File: config.mk
export PLATFORM = sky130hd
export DESIGN_NAME = mmc_cmd_seq
export DESIGN_NICKNAME = d
export VERILOG_FILES = /design/src/rtl/mmc_cmd_seq.sv
export SDC_FILE = /design/constraint.sdc
export NUM_CORES = 1
export LEC_CHECK = 0
export ABC_AREA = 1
export CAP_MARGIN = 5
export CORE_MARGIN = 1.5
export CORE_UTILIZATION = 45
export CTS_CLUSTER_DIAMETER = 60
export DETAILED_ROUTE_END_ITERATION = 16
export GPL_ROUTABILITY_DRIVEN = 0
export PLACE_DENSITY = 0.7
export REMOVE_ABC_BUFFERS = 1
export SKIP_LAST_GASP = 1
export SLEW_MARGIN = 20
export SYNTH_ARGS = -nofsm -noshare
export SYNTH_HDL_FRONTEND = slang
export SYNTH_SLANG_ARGS = --single-unit
File: constraint.sdc
create_clock -name wb_clk_i -period 11 [get_ports wb_clk_i]
set_input_delay 1.65 -clock wb_clk_i [delete_from_list [all_inputs] [get_ports wb_clk_i]]
set_output_delay 1.65 -clock wb_clk_i [all_outputs]
set_load 0.1 [all_outputs]
File: src/rtl/mmc_cmd_seq.sv
// MMC/SD CMD-line sequencer: shifts out a 48-bit command frame one MMC clock at a time,
// then hunts for and captures a 48-bit response with CRC7/end-bit checks or a timeout.
module mmc_cmd_seq #(
  parameter int TIMEOUT_CLKS = 64,
  parameter int NCC_CLKS     = 8
) (
  input  logic        wb_clk_i,
  input  logic        wb_rst_i,
  input  logic        start,
  input  logic        abort,
  input  logic [5:0]  cmd_index,
  input  logic [31:0] cmd_arg,
  input  logic [1:0]  resp_type,
  output logic        busy,
  output logic        done,
  output logic [5:0]  resp_index,
  output logic [31:0] resp_arg,
  output logic        crc_err,
  output logic        end_err,
  output logic        timeout,
  output logic        clk_tick,
  input  logic        clk_done,
  output logic        mmc_cmd_o,
  output logic        mmc_cmd_oe,
  input  logic        mmc_cmd_i
);

  localparam logic [2:0] S_IDLE  = 3'd0;
  localparam logic [2:0] S_TX    = 3'd1;
  localparam logic [2:0] S_WAIT  = 3'd2;
  localparam logic [2:0] S_RX    = 3'd3;
  localparam logic [2:0] S_TRAIL = 3'd4;
  localparam logic [2:0] S_DONE  = 3'd5;

  localparam logic [6:0] TO_LAST  = 7'(TIMEOUT_CLKS - 1);
  localparam logic [6:0] NCC_LAST = 7'(NCC_CLKS - 1);

  // Serial CRC7, generator x^7 + x^3 + 1.
  function automatic logic [6:0] crc7_next(input logic [6:0] c, input logic b);
    logic fb;
    fb = b ^ c[6];
    return {c[5:0], 1'b0} ^ (fb ? 7'h09 : 7'h00);
  endfunction

  logic [2:0]  state;
  logic [6:0]  cnt;
  logic [6:0]  crc;
  logic [46:0] tx_sr;
  logic [44:0] rx_sr;
  logic [1:0]  rtype_q;
  logic        has_resp;

  assign has_resp = (rtype_q == 2'd1) || (rtype_q == 2'd2);

  // NOTE: all state is updated with non-blocking assignments so every branch reads the
  // pre-edge values of cnt, crc and the shift registers regardless of statement order.
  always_ff @(posedge wb_clk_i or posedge wb_rst_i) begin
    if (wb_rst_i) begin
      state      <= S_IDLE;
      cnt        <= '0;
      crc        <= '0;
      tx_sr      <= '0;
      rx_sr      <= '0;
      rtype_q    <= '0;
      busy       <= 1'b0;
      done       <= 1'b0;
      clk_tick   <= 1'b0;
      mmc_cmd_o  <= 1'b1;
      mmc_cmd_oe <= 1'b0;
      resp_index <= '0;
      resp_arg   <= '0;
      crc_err    <= 1'b0;
      end_err    <= 1'b0;
      timeout    <= 1'b0;
    end else begin
      // NOTE: tick and done are single-cycle pulses; defaulting them low here means only
      // the branches that issue one need to mention them.
      clk_tick <= 1'b0;
      done     <= 1'b0;
      if (abort) begin
        state      <= S_IDLE;
        busy       <= 1'b0;
        mmc_cmd_oe <= 1'b0;
        mmc_cmd_o  <= 1'b1;
      end else if (start && !busy) begin
        state      <= S_TX;
        busy       <= 1'b1;
        mmc_cmd_oe <= 1'b1;
        mmc_cmd_o  <= 1'b0;
        clk_tick   <= 1'b1;
        cnt        <= '0;
        crc        <= '0;
        rtype_q    <= resp_type;
        tx_sr      <= {1'b1, cmd_index, cmd_arg, 7'd0, 1'b1};
        crc_err    <= 1'b0;
        end_err    <= 1'b0;
        timeout    <= 1'b0;
      end else if (state == S_DONE) begin
        state <= S_IDLE;
      end else if (clk_done && state != S_IDLE) begin
        case (state)
          S_TX: begin
            clk_tick <= 1'b1;
            if (cnt == 7'd47) begin
              mmc_cmd_oe <= 1'b0;
              mmc_cmd_o  <= 1'b1;
              cnt        <= '0;
              state      <= has_resp ? S_WAIT : S_TRAIL;
            end else begin
              cnt   <= cnt + 7'd1;
              tx_sr <= {tx_sr[45:0], 1'b0};
              if (cnt < 7'd40) begin
                crc       <= crc7_next(crc, mmc_cmd_o);
                mmc_cmd_o <= (cnt == 7'd39) ? crc7_next(crc, mmc_cmd_o) >> 6 != 7'd0
                                            : tx_sr[46];
              end else if (cnt < 7'd46) begin
                crc       <= {crc[5:0], 1'b0};
                mmc_cmd_o <= crc[5];
              end else begin
                mmc_cmd_o <= 1'b1;
              end
            end
          end
          S_WAIT: begin
            clk_tick <= 1'b1;
            if (!mmc_cmd_i) begin
              state <= S_RX;
              cnt   <= 7'd1;
              crc   <= '0;
              rx_sr <= '0;
            end else if (cnt == TO_LAST) begin
              timeout <= 1'b1;
              state   <= S_TRAIL;
              cnt     <= '0;
            end else begin
              cnt <= cnt + 7'd1;
            end
          end
          S_RX: begin
            clk_tick <= 1'b1;
            rx_sr    <= {rx_sr[43:0], mmc_cmd_i};
            if (cnt < 7'd40) crc <= crc7_next(crc, mmc_cmd_i);
            // On the final bit, rx_sr still holds response bits 45..1 at [44:0].
            if (cnt == 7'd47) begin
              crc_err    <= (rtype_q == 2'd1) && (crc != rx_sr[6:0]);
              end_err    <= !mmc_cmd_i;
              resp_index <= rx_sr[44:39];
              resp_arg   <= rx_sr[38:7];
              state      <= S_TRAIL;
              cnt        <= '0;
            end else begin
              cnt <= cnt + 7'd1;
            end
          end
          S_TRAIL: begin
            if (cnt == NCC_LAST) begin
              state <= S_DONE;
              done  <= 1'b1;
              busy  <= 1'b0;
            end else begin
              cnt      <= cnt + 7'd1;
              clk_tick <= 1'b1;
            end
          end
          default: state <= S_IDLE;
        endcase
      end
    end
  end

endmodule

==> results of run 1 <==
## cell usage after synthesis
cell type  number
o211ai_1        1
a21oi_1         7
inv_2           4
a31oi_1         1
nand3_2         1
nor2_1         30
nand3b_1        1
a21boi_0        1
dfrtp_1       156
inv_1          80
a21oi_2         1
or2_2           1
nand4_2         1
nor2_2          8
buf_6           6
and3_1          1
o21bai_1        1
buf_2          14
nor3_1          1
buf_4           4
dfstp_2         1
o21ai_2         4
nand4_1         5
clkbuf_1       15
o21ai_1        60
ha_1            2
nand2_1       475
nand3_1        34
xnor2_1         9
nand2_2         6
o21ai_0        42
clkbuf_2        2
## path summary, 6_finish.rpt
kind | cells after the start | start | endpoint
worst max-delay path | 9 | start | tx_sr[46]
worst min-delay path | 2 | tx_sr[45] | tx_sr[45]
worst max register to register | 9 | state[2] | tx_sr[46]
worst min register to register | 2 | tx_sr[45] | tx_sr[45]
max in group asynchronous | 3 | wb_rst_i | rx_sr[10]
min in group asynchronous | 2 | wb_rst_i | tx_sr[14]
## cell usage in the layout (no fill, tap or decap), types with 2 or more instances in the layout
| cell | netlist | layout |
|---|---|---|
| a21oi_1 | 7 | 7 |
| buf_4 | 4 | 3 |
| bufinv_16 | 0 | 3 |
| clkbuf_16 | 0 | 17 |
| clkbuf_8 | 0 | 3 |
| clkdlybuf4s50_1 | 0 | 91 |
| clkinv_4 | 0 | 2 |
| dfrtp_1 | 156 | 156 |
| ha_1 | 2 | 2 |
| inv_1 | 80 | 78 |
| inv_2 | 4 | 4 |
| inv_6 | 0 | 4 |
| nand2_1 | 475 | 475 |
| nand2_2 | 6 | 6 |
| nand3_1 | 34 | 34 |
| nand4_1 | 5 | 5 |
| nor2_1 | 30 | 30 |
| nor2_2 | 8 | 7 |
| o21ai_0 | 42 | 42 |
| o21ai_1 | 60 | 60 |
| o21ai_2 | 4 | 4 |
| xnor2_1 | 9 | 9 |
## registers in the layout, summed over array words and instances (netlist names)
signal	count
done	1
crc_err	1
mmc_cmd_o	1
end_err	1
state	3
timeout	1
tx_sr	47
resp_index	6
rtype_q	2
crc	7
resp_arg	32
busy	1
rx_sr	45
cnt	7
clk_tick	1
mmc_cmd_oe	1
## routing by layer
metal / wire length, um / track usage, % / up-vias
li1: - / - / 3162
met1: 7290 / 25.5 / 2797
met2: 7110 / 29.9 / 167
met3: 772 / 4.36 / 27
met4: 288 / 7.78 / 0
met5: 0 / 0 / -
## kinds of logic after synthesis
family                     Yosys count  synth area share (%)
xor gates and xnor gates             9                  1.06
buffers and inverters              125                  7.39
adders and majority gates            2                 0.337
DFF                                157                  52.9
AOI/OAI and AO/OA                  118                  8.32
and+or+nand+nor                    564                  30.0
## final cells by class
| class | count | area [um^2] | share of cell area (%) |
|---|---|---|---|
| tap | 216 | 270 | 2.98 |
| sequential | 157 | 3930 | 43.3 |
| inverter | 84 | 320 | 3.53 |
| clock buffer | 21 | 470 | 5.18 |
| timing repair buffer | 96 | 965 | 10.6 |
| clock inverter | 10 | 153 | 1.68 |
| multi-input combinational | 693 | 2970 | 32.7 |
## report_power, final
group | internal, mW | switching, mW
combinational | 0.102 | 0.169
clock | 0.378 | 0.240
sequential | 0.660 | 0.0516
total | 1.14 | 0.461
## tightest hold or removal path: stages (launching register included)
cell	delay [ps]
dfrtp_1	340
nand2_1	50
nand2_1	50
==> results.ini, run 1 <==
[status]
status=completed

[logic_synthesis]
syn_inst=975
syn-mean-instance-area_um2=7.62
synth-seq-cells=157
ys_seq_area_share_pct=52.9
synth_area_leaders=dfrtp_1 (53%), nand2_1 (24%), inv_1 (4.0%)
synth_top_cell_by_area=dfrtp_1
synth_cell_types=32
synth.cell_area_mm2=0.00743
synth_top_area_share_pct=52.5
yosys_warnings=0

[drt]
route.detailed.drc=0
via_per_inst=4.82
dr.pass1.iters=5
ant_nets=0
wire_per_inst_um=12.1
num_vias=6153
wl_um=15500
drt_first_iter_violations=479

[global_routing]
track_usage_pct=19.0
overflow=0
antenna_found_initial=0
grt_max_degree=91
grt_pass1_vias=5688
grt_pass1_wl_um=26900

[clock_tree]
htree_num_levels=4
post_cts_resize_count=0
postCtsSetupRepairBufs=0
clock_sinks=157
clk_latency_ps=430
root_buffer=clkbuf_16
hold_buffers=0
cts_buffers=17
clk_pin_slew_ps=60
cts_tree=yes
cts_buffer_depth=2

[hold_path]
hold_path_class=flop to flop

[layout]
fillers=1504
areaGrowthSynthToFinish_pct=22.1
final_nets=1097
drive_gt1_share_pct=5.94
n_antenna_cell=0
final_area_mm2=0.00908
stdcell_count=1277
final_util_pct=56.7

[placed_design]
place_area_mm2=0.00843
dp_slack_ps=6500
post-dp-hpwl_um=9950
dp.cells=1245
numPortBuffers=91

[sta]
setup_tns_ps=0
skew_ps=7.15
fin_hold_ws_ps=476
max_freq_mhz=243
final.setup.worst_slack_ps=6890
drv_slew=0
finalCriticalPeriod_ps=4110
finalCritPeriodShare_pct=37.3
relSlewSlack_pct=29.5
rsz0062_at_grt=no
setup_violations=0
tightest_slew_ps=1050
final_hold_viol_count=0

[power]
finalPower_mw=1.60
power_density_mw_per_mm2=176
p_leak_nw=4.35
ir_drop_v=0.000128

[setup_path]
crit_buf_inv=3
r2r_slack_ps=8050
endpoint_kind=flop
worstSetupPathType=primary input to flop
worst-path-max-fanout=53
start_kind=primary input
cp.required_ps=11340
cp_cell_sequence=clkdlybuf4s50_1 > inv_1 > nor2_2 > nand2_1 > nand2_2 > nand2_2 > inv_2 > o21ai_0 > o21ai_1
slowest_stage=inv_2
cp.arrival_ps=4450
crit_family=buffers and inverters
max_stage_delay_ps=790
cpMostUsedCell=nand2_2

[flow_run]
cap_viol_max_count=0

[floorplan]
rows=46
die_width_um=132
core-area_mm2=0.0160
initial_utilization_pct=46.5
die_h_um=132
io_pins=92
die_area_mm2=0.0173

(Power assumes the default switching activity.)
==> run 2: changes to the inputs <==
==> constraint.sdc (replaced) <==
create_clock -name wb_clk_i -period 4.1 [get_ports wb_clk_i]
set_input_delay 0.615 -clock wb_clk_i [delete_from_list [all_inputs] [get_ports wb_clk_i]]
set_output_delay 0.615 -clock wb_clk_i [all_outputs]
set_load 0.1 [all_outputs]
==> run 2 against run 1 <==
Net effect:
- critical path type is now flop to output pin
- clock-buffer cell count decreased by 3
- via count increased by 0.46%
- critical endpoint is now mmc_cmd_o
- core utilization decreased by 0.063 points
- final area decreased by 0.11%
- worst setup slack got worse by 5600 ps
- sequential share of layout area about the same
- global-route usage decreased by 0.28 points
- wire length decreased by 0.83%
- clock power increased to 2.5 times the previous value
- critical path depth decreased by 8
- flip-flop and latch count unchanged
==> results.ini, run 2 (synthesis gave the netlist of run 1 again) <==
[status]
status=completed

[setup_path]
reg2regPathDepth=10
crit_path_end=mmc_cmd_o
max_stage_delay_ps=1140
cp.required_ps=3480
worstSetupPathDepth=1
worstSetupPathType=flop to output pin
cp_cell_sequence=clkdlybuf4s50_1
r2r_slack_ps=1570
start_kind=flop
critPathLaunch=mmc_cmd_o
cp.arrival_ps=2150
reg2reg_to=tx_sr[46]
crit_family=buffers and inverters
endpoint_kind=output pin
r2r-start=state[2]
worst-path-max-fanout=3
slowest_stage=clkdlybuf4s50_1
crit_buf_inv=1

[clock_tree]
hold_buffers=0
root_buffer=clkbuf_16
post_cts_resize_count=0
cts_buffers=17
cts_buffer_depth=2
clk_pin_slew_ps=60
cts_tree=yes
clock_sinks=157
htree_num_levels=4
clk_latency_ps=430
postCtsSetupRepairBufs=0

[global_routing]
grt_pass1_wl_um=26600
top_usage_layer=met2
grtUsageMet2_pct=28.9
grt_pass1_vias=5664
grtUsageMet3_pct=4.55
overflow=0
antenna_found_initial=0
grt_max_degree=91
track_usage_pct=18.7
grtUsageMet1_pct=25.9

[power]
finalPower_mw=4.22
sw_frac_of_total_pct=29.9
power_frac_comb_pct=17.4
seqPwrFrac_pct=45.4
ir_drop_v=0.000288
power_density_mw_per_mm2=465
p_switching_mw=1.26
clkPwrFrac_pct=37.2
p_leak_nw=4.35
internal_power_mw=2.96

[layout]
top_regs=tx_sr (47), rx_sr (45), resp_arg (32)
largest_register_ff_count=47
n_antenna_cell=0
final_common_cell=nand2_1
drive_gt1_share_pct=6.38
top_register=tx_sr
final_util_pct=56.7
final_nets=1101
final_cell_mix=nand2_1 (475), dfrtp_1 (156), clkdlybuf4s50_1 (91), inv_1 (78), o21ai_1 (60)
areaGrowthSynthToFinish_pct=22.0

[drt]
wl_um=15300
drt_first_iter_violations=429
route.detailed.drc=0
via_per_inst=4.82
wire_per_inst_um=12.0
ant_nets=0
dr.pass1.iters=6
num_vias=6181

[sta]
relSlewSlack_pct=33.8
drv_slew=0
tightest_slew_ps=990
setup_violations=0
finalCriticalPeriod_ps=2770
final_hold_viol_count=0
final.setup.worst_slack_ps=1330
rsz0062_at_grt=no
max_freq_mhz=361
finalCritPeriodShare_pct=67.5
skew_ps=10.2

[flow_run]
cap_viol_max_count=0

[placed_design]
post-dp-hpwl_um=10100
numPortBuffers=91
dp_slack_ps=1090

[floorplan]
die_h_um=132
initial_utilization_pct=46.5
rows=46
core-area_mm2=0.0160
io_pins=92
die_width_um=132
die_area_mm2=0.0173

[hold_path]
hold_path_class=flop to flop

[run 2: cell count changes in the layout (fill, tap and decap cells not counted), sizes merged]
cell    before  now
buf          5    9
clkbuf      21   18
inv         87   88
bufinv       3    2
clkinv       3    7
[run 2: metal layers]
metal | up-vias | share of wire, %
li1 | 3174 | -
met1 | 2843 | 49
met2 | 142 | 45
met3 | 22 | 4.5
met4 | 0 | 1.8
met5 | - | 0
[run 2: final cells by class]
cell class | instances | area (um^2)
Clock buffer | 18 | 429
Multi-Input combinational cell | 693 | 2970
Clock inverter | 14 | 158
Sequential cell | 157 | 3930
Fill cell | 1508 | 6930
Timing Repair Buffer | 100 | 991
Inverter | 84 | 320
Tap cell | 216 | 270
[run 2: worst min path at each step]
stage          depth (start not counted)        end  startpoint  slack [ps]
4_1_cts                                2  tx_sr[33]   tx_sr[33]         480
3_5_place_dp                           2  tx_sr[33]   tx_sr[33]         470
6_report                               2  tx_sr[33]   tx_sr[33]         480
5_1_grt                                2  tx_sr[33]   tx_sr[33]         500
2_1_floorplan                          2   tx_sr[0]    tx_sr[0]         440
3_3_place_gp                           2  tx_sr[33]   tx_sr[33]         460
[run 2: power groups by stage]
stage          registers (mW)  logic [mW]  clock network [mW]
2_1_floorplan            1.98       0.468                   0
3_3_place_gp             1.93       0.721                   0
3_5_place_dp             1.93       0.742                   0
4_1_cts                  1.91       0.743                1.60
5_1_grt                  1.94       0.837                1.67
6_report                 1.91       0.734                1.57
[run 2: metrics by stage]
step	area (um^2)	TNS [ps]	hold slack (ps)	instances
floorplan	7200	-126850	442	934
detailed placement	8480	0	465	1250
CTS	9070	0	483	1282
finish	9070	0	480	1282
global route	9070	0	501	1282
global placement	8480	0	462	1250
==> run 3: changes to the inputs <==
==> constraint.sdc (replaced) <==
create_clock -name wb_clk_i -period 2.7 [get_ports wb_clk_i]
set_input_delay 0.405 -clock wb_clk_i [delete_from_list [all_inputs] [get_ports wb_clk_i]]
set_output_delay 0.405 -clock wb_clk_i [all_outputs]
set_load 0.1 [all_outputs]
==> run 3 against run 2 <==
Net effect:
- critical path depth increased by 6
- register-to-register slack got worse by 1100 ps
- worst setup slack got worse by 850 ps
- first-iteration DRC count decreased by 5.8%
- largest power group unchanged
- sequential share of layout area increased by 0.53 points
- sequential power increased by 52%
- largest cell class unchanged
- clock-buffer cell count unchanged
==> results.ini, run 3 (synthesis gave the netlist of run 1 again) <==
[status]
status=completed

[clock_tree]
htree_num_levels=4
clock_sinks=157
postCtsSetupRepairBufs=0
cts_buffers=17
clk_pin_slew_ps=60
cts_tree=yes
post_cts_resize_count=0
clk_latency_ps=420
root_buffer=clkbuf_16
cts_buffer_depth=2
hold_buffers=0

[setup_path]
cp.arrival_ps=2480
crit_buf_inv=2
slowest_stage=buf_4
max_stage_delay_ps=600
start_kind=flop
cpMostUsedCell=nand2_1
cp_cell_sequence=inv_2 > nand2_1 > nor2_1 > nand2_1 > nand4_4 > buf_4 > o21ai_0
worst-path-max-fanout=90
cp.required_ps=2960
worstSetupPathType=flop to flop
endpoint_kind=flop
crit_family=buffers and inverters

[layout]
final_area_mm2=0.00896
top_regs=tx_sr (47), rx_sr (45), resp_arg (32)
multi_input_area_mm2=0.00297
drive_gt1_share_pct=11.0
top_register=tx_sr
final_cell_mix=nand2_1 (475), dfrtp_1 (156), inv_1 (78), o21ai_1 (60), buf_4 (57)
final_nets=1106
n_antenna_cell=0
largest_register_ff_count=47
fillers=1557
areaGrowthSynthToFinish_pct=20.5
stdcell_count=1286
final_common_cell=nand2_1
regArea_mm2=0.00393

[sta]
final_hold_viol_count=0
finalCritPeriodShare_pct=82.2
final.setup.worst_slack_ps=481
drv_slew=0
relSlewSlack_pct=50.1
fin_hold_ws_ps=383
tightest_slew_ps=748
setup_violations=0
max_freq_mhz=451
skew_ps=6.38
finalCriticalPeriod_ps=2220
rsz0062_at_grt=no

[drt]
drt_first_iter_violations=404
ant_nets=0
via_per_inst=4.79
wire_per_inst_um=11.9
dr.pass1.iters=6
route.detailed.drc=0
wl_um=15300
num_vias=6161

[global_routing]
antenna_found_initial=0
grt_pass1_vias=5681
grt_max_degree=91
grt_pass1_wl_um=26900
overflow=0
track_usage_pct=18.9

[floorplan]
die_area_mm2=0.0173
die_width_um=132
die_h_um=132
io_pins=92
core-area_mm2=0.0160
rows=46
initial_utilization_pct=46.5

[placed_design]
numPortBuffers=91
dp.cells=1255
place_area_mm2=0.00843
dp_slack_ps=326
post-dp-hpwl_um=10200

[hold_path]
hold_path_class=primary input to asynchronous set/reset pin

[power]
power_density_mw_per_mm2=691
p_leak_nw=4.44
finalPower_mw=6.19
ir_drop_v=0.000459

[flow_run]
cap_viol_max_count=0

[run 3: changes by cell type in the layout (fill, tap and decap cells not counted)]
cell	change
buf_12	+2
buf_4	+49
bufinv_16	-1
clkdlybuf4s50_1	-46
clkinv_2	+5
clkinv_4	-3
clkinvlp_4	+2
inv_6	-2
inv_8	-2
[run 3: worst paths after layout]
check / startpoint / endpoint / slack (ps) / cells after the start
min in group wb_clk_i: tx_sr[31] / tx_sr[31] / 480 / 2
max in group asynchronous: wb_rst_i / mmc_cmd_o / 1610 / 3
worst max register to register: state[2] / rx_sr[44] / 480 / 7
worst min register to register: tx_sr[31] / tx_sr[31] / 480 / 2
worst min-delay path: wb_rst_i / resp_arg[31] / 380 / 2
worst max-delay path: state[2] / rx_sr[44] / 480 / 7
[run 3: stage by stage]
stage	TNS, ps	util (%)
floorplan	-499300	-
global placement	0	52.7
detailed placement	0	52.7
CTS	0	56.0
global route	0	56.0
finish	0	56.0
[run 3: where the power goes]
group	leakage [nW]	switching, mW	internal [mW]
logic	2.05	0.691	0.427
clock network	0.261	0.926	1.25
registers	2.13	0.209	2.69
[run 3: final cells by class]
cell class | instances | area share (%)
Clock buffer | 18 | 4.79
Clock inverter | 13 | 1.13
Inverter | 84 | 3.58
Multi-Input combinational cell | 693 | 33.1
Sequential cell | 157 | 43.9
Tap cell | 216 | 3.02
Timing Repair Buffer | 105 | 10.5
[run 3: per-layer routing]
layer / share of wire [%] / GRT usage, %
met5: 0 / 0
met3: 4.6 / 4.09
met1: 48 / 26.1
met4: 1.6 / 7.04
met2: 46 / 29.3
[run 3: worst register-to-register path: cells and delay by family (launching register included)]
family / cells / cell delay (ps)
compound gates: 1 / 250
simple gates: 4 / 650
buf+inv: 2 / 730
flops: 1 / 440
